$ cat config.mk
export PLATFORM = sky130hd
export DESIGN_NAME = keccak_shift_register
export DESIGN_NICKNAME = d
export VERILOG_FILES = /design/src/rtl/keccak_shift_register_pkg.sv /design/src/rtl/keccak_shift_register.sv
export SDC_FILE = /design/constraint.sdc
export NUM_CORES = 1
export LEC_CHECK = 0
export CAP_MARGIN = 20
export CORE_MARGIN = 3
export CORE_UTILIZATION = 46
export DETAILED_ROUTE_END_ITERATION = 10
export GPL_TIMING_DRIVEN = 0
export MAX_ROUTING_LAYER = met4
export PLACE_DENSITY = 0.79
export SYNTH_ARGS = -nofsm -noshare
export SYNTH_HDL_FRONTEND = slang
export SYNTH_SLANG_ARGS = --single-unit
$ cat constraint.sdc
create_clock -name clock -period 1.7 [get_ports clock]
set_input_delay 0.51 -clock clock [delete_from_list [all_inputs] [get_ports clock]]
set_output_delay 0.51 -clock clock [all_outputs]
set_load 0.02 [all_outputs]
$ cat src/rtl/keccak_shift_register_pkg.sv
// Shared constants and FSM encoding for the Keccak input buffer.
package pkg_keccak;

  localparam int IN_BUF_SIZE = 32;

  typedef enum logic [1:0] {
    FILL = 2'd0,
    PAD  = 2'd1,
    FULL = 2'd2
  } buf_state_t;

endpackage

$ cat src/rtl/keccak_shift_register.sv
// Narrow-to-wide input buffer: shifts message words into one permutation block,
// zero-pads a short final block and holds the block until the core takes it.
module keccak_shift_register
  import pkg_keccak::*;
#(
  parameter int INPUT_BUFFER_SIZE  = IN_BUF_SIZE,
  parameter int OUTPUT_BUFFER_SIZE = 256
) (
  input  logic                          clock,
  input  logic                          reset,
  input  logic [INPUT_BUFFER_SIZE-1:0]  buffer_input,
  input  logic                          input_valid,
  input  logic                          output_ready,
  input  logic                          last_block,
  output logic                          buffer_full,
  output logic [OUTPUT_BUFFER_SIZE-1:0] buffer_output
);

  localparam int WORDS = OUTPUT_BUFFER_SIZE / INPUT_BUFFER_SIZE;
  localparam int CNT_W = (WORDS > 1) ? $clog2(WORDS) : 1;
  localparam logic [CNT_W-1:0] LAST_CNT = CNT_W'(WORDS - 1);

  buf_state_t                    state, state_next;
  logic [CNT_W-1:0]              cnt;
  logic [OUTPUT_BUFFER_SIZE-1:0] sr;
  logic                          shift_en;
  logic                          cnt_clr;
  logic [INPUT_BUFFER_SIZE-1:0]  shift_word;

  // NOTE: every signal driven here gets a default first, so no path leaves it
  // unassigned and no latch is inferred.
  always_comb begin
    state_next = state;
    shift_en   = 1'b0;
    cnt_clr    = 1'b0;
    shift_word = '0;
    case (state)
      FILL: begin
        if (input_valid) begin
          shift_en   = 1'b1;
          shift_word = buffer_input;
          if (cnt == LAST_CNT)  state_next = FULL;
          else if (last_block)  state_next = PAD;
        end
      end
      PAD: begin
        // Zero fill; the zero shifted at cnt==WORDS-1 completes the block.
        shift_en = 1'b1;
        if (cnt == LAST_CNT) state_next = FULL;
      end
      FULL: begin
        if (output_ready) begin
          state_next = FILL;
          cnt_clr    = 1'b1;
        end
      end
      default: state_next = FILL;
    endcase
  end

  // NOTE: sequential state is updated with non-blocking assignments only, so
  // every register samples pre-edge values regardless of statement order.
  always_ff @(posedge clock or negedge reset) begin
    if (!reset) state <= FILL;
    else        state <= state_next;
  end

  // NOTE: the block register is reset as well, since an all-zero output after
  // reset is part of the visible interface, not just a convenience.
  always_ff @(posedge clock or negedge reset) begin
    if (!reset) begin
      sr  <= '0;
      cnt <= '0;
    end else if (shift_en) begin
      sr  <= {sr[OUTPUT_BUFFER_SIZE-INPUT_BUFFER_SIZE-1:0], shift_word};
      cnt <= (cnt == LAST_CNT) ? '0 : cnt + CNT_W'(1);
    end else if (cnt_clr) begin
      cnt <= '0;
    end
  end

  assign buffer_full   = (state == FULL);
  assign buffer_output = sr;

endmodule

==> run summary <==
I/O pin total -> 294
final hold violations -> 56
initial antenna violation count -> 0
Die H -> 154 um
endpoints failing setup -> 1
# port buffers -> 292
Slew Limit Headroom -> 59.1%
Filler Cells Inserted -> 1707
reg2reg start -> state[0]
post-synthesis compound-gate area fraction -> 5.05%
Psw -> 10.4 mW
RSZ-0062 raised after global routing -> true
initial drt markers -> 254
DRT Pass-1 Iters -> 4
number of distinct library cells after synthesis -> 21
Synth Instances -> 664
Initial Util -> 47.4%
Reg clk slew, reported paths -> 0.06 ns
Synth Area in Simple Gates -> 2.13%
insertion delay to the later sink of the worst-skew pair -> 0.53 ns
CTS root buffer -> clkbuf_16
final clock skew -> 0.0113 ns
CTS Buf Count -> 28
Worst Hold Class -> input pin to asynchronous set/reset pin
nets -> 1049
Final Util -> 63.4%
WL/cell -> 20.7 um
area delta synth->final -> 33.8%
largest family of logic cells by synthesized area -> multiplexers
slowest stage delay, CP -> 0.35 ns
Crit Path Max Fanout -> 9
Max VDD drop -> 0.000831 V
Clk pwr share -> 22.1%
min Tclk post-route -> 1.82 ns
sequential fraction of design power -> 35.9%
Hold WS -> -0.106 ns
Max clock buf depth -> 3
Mapped Avg Cell Area -> 15.1 um^2
core area -> 21200 um^2
grt total ovfl -> 0
cells along the critical path -> buf_6 -> nor2b_4 -> buf_6
DIE AREA -> 23700 um^2
# Max-Cap Violations -> 0
most frequent CP cell -> buf_6
pin count of the biggest net entering global routing -> 126
Die Wd -> 154 um
Seq/Total Area, Yosys -> 65.0%
htree depth -> 1
CP arrival -> 1.31 ns
TritonCTS clock tree -> done
Int Power -> 17.2 mW
critical path required time -> 1.19 ns
antenna viol nets, final -> 0
Crit path max-delay family -> flip-flops
Final period util -> 107%
aggregate global-route resource usage -> 23.3%
Crit Path Category -> flop to output pin
Slew Viols, Final -> 0
final instance area -> 13500 um^2
via count -> 6769
Antenna diodes -> 0
Combinational Power Share -> 42.1%
Synth Area in XOR/XNOR -> 0%
Routed Wire Length -> 27.0 mm
Leak -> 7.12 nW
first-pass GRT wire length -> 42.8 mm
adder-cell share of the synthesized area -> 0.249%
detailed-route DRC error count -> 0
worst-path cell with the longest stage delay -> dfrtp_1
number of global-route vias before repair -> 7109
fraction of power spent switching nets -> 37.7%
Slew @ Worst Pin -> 0.614 ns
startpoint types -> flop
Mapped Area -> 10100 um^2
Sink Count -> 261
Max Freq -> 550 MHz
Synthesis Warnings -> 0
Net Count, Synth -> 703
Power Dens Cells -> 2050 nW/um^2
worst reg2reg endpoint -> buffer_output[46]
Final Worst Setup Slack -> -0.119 ns
Final HPWL DP -> 19.6 mm
mux share of post-synthesis cell area -> 25.1%
placed instance area -> 13400 um^2
WP buf/inv -> 2
Yosys reg bits -> 261
r2r setup slk -> 0.03 ns
vias per cell -> 5.19
CP endpoint kind -> output pin
Reg2Reg Depth -> 6
status -> finished, violations left
Final GP Congestion -> 0.839
share of cells above drive strength 1 -> 45.5%
FP Rows -> 53
failing checks -> hold timing, setup timing
-- placed cells by master, fill, tap and decap left out, types with 2 or more instances in the layout --
cell type	count
a2bb2oi_1	15
mux2_1	114
bufinv_16	2
dfrtp_2	2
buf_4	25
buf_2	248
clkinv_2	3
buf_16	2
nor3_1	2
clkdlybuf4s50_1	34
clkdlybuf4s15_2	13
buf_6	7
a21oi_1	2
nand2_1	50
buf_12	4
o21ai_0	36
clkbuf_16	29
mux2_2	110
dfrtp_1	259
buf_8	10
clkbuf_1	19
inv_1	3
a22oi_1	19
clkbuf_8	9
ha_1	2
-- cells in the mapped netlist, drive strengths merged --
| library cell | n | area (um^2) |
|---|---|---|
| o32ai | 1 | 8.76 |
| o221ai | 1 | 8.76 |
| o211a | 1 | 10.0 |
| a21oi | 2 | 10.0 |
| nor2 | 1 | 3.75 |
| dfrtp | 261 | 6530 |
| nand2 | 50 | 188 |
| ha | 2 | 25.0 |
| inv | 4 | 15.0 |
| clkbuf | 14 | 52.6 |
| a2bb2oi | 15 | 131 |
| nor3 | 2 | 10.0 |
| o21ai | 37 | 196 |
| buf | 28 | 183 |
| a22oi | 19 | 143 |
| nor2b | 2 | 12.5 |
| mux2 | 224 | 2520 |
-- worst max-delay path by stage --
stage | slack (ns) | cells past startpoint | start | end
2_1_floorplan | 0.04 | 5 | input_valid | buffer_output[194]
6_report | -0.12 | 3 | state[1] | buffer_full
4_1_cts | -0.14 | 3 | state[0] | buffer_full
3_5_place_dp | -0.40 | 5 | input_valid | buffer_output[230]
3_3_place_gp | -10.91 | 1 | reset | buffer_output[251]
5_1_grt | -0.15 | 3 | state[0] | buffer_full
-- stage by stage --
step	setup slack (ns)	total power, mW	TNS, ns	cells
after floorplan	0.0376	16.6	0	664
after global placement	-10.91	22.2	-2902.62	1231
after detailed placement	-0.399	22.5	-82.36	1233
after CTS	-0.138	27.6	-0.143	1298
after global routing	-0.151	29.0	-0.160	1303
final	-0.119	27.5	-0.119	1303
-- power by group through the flow --
stage / logic [mW] / registers, mW / clock network (mW)
2_1_floorplan: 4.73 / 11.9 / 0
3_3_place_gp: 12.2 / 9.96 / 0
3_5_place_dp: 12.5 / 10.1 / 0
4_1_cts: 11.6 / 9.88 / 6.20
5_1_grt: 12.4 / 10.2 / 6.43
6_report: 11.6 / 9.88 / 6.08
-- layout make-up --
type                       instances  area, um^2  area share, %
multi-input combinational        357        3280           24.4
inverter                           4        15.0          0.112
clock buffer                      43         858           6.38
clock inverter                     5        75.1          0.558
sequential                       261        6530           48.6
tap                              275         344           2.56
buffer                            42         388           2.88
timing repair buffer             316        1960           14.6
-- cells by family after synthesis --
family	count (synthesis)
DFF	261
muxes	224
AOI/OAI and AO/OA	76
and+or+nand+nor	55
buffers and inverters	46
adders and majority gates	2
-- state kept, by name, summed over array words and instances, names as in the netlist --
signal / cells
cnt: 3
state: 2
buffer_output: 256
-- per-layer routing --
| layer | vias up | wire length, um | track usage (%) |
|---|---|---|---|
| met5 | - | 0 | - |
| met4 | 0 | 1000 | 7.23 |
| met3 | 66 | 1270 | 3.29 |
| met2 | 220 | 13400 | 38.5 |
| met1 | 3418 | 11300 | 30.3 |
| li1 | 3065 | - | - |
-- what timing repair did --
| item | CTS | global route |
|---|---|---|
| pin swaps | 1 | 0 |
| resized for setup | 1049 | 34 |
| endpoints found under the setup margin | 416 | 158 |
| setup buffers | 17 | 5 |
| endpoints found under the hold margin | 56 | 56 |
(Power assumes the default switching activity.)
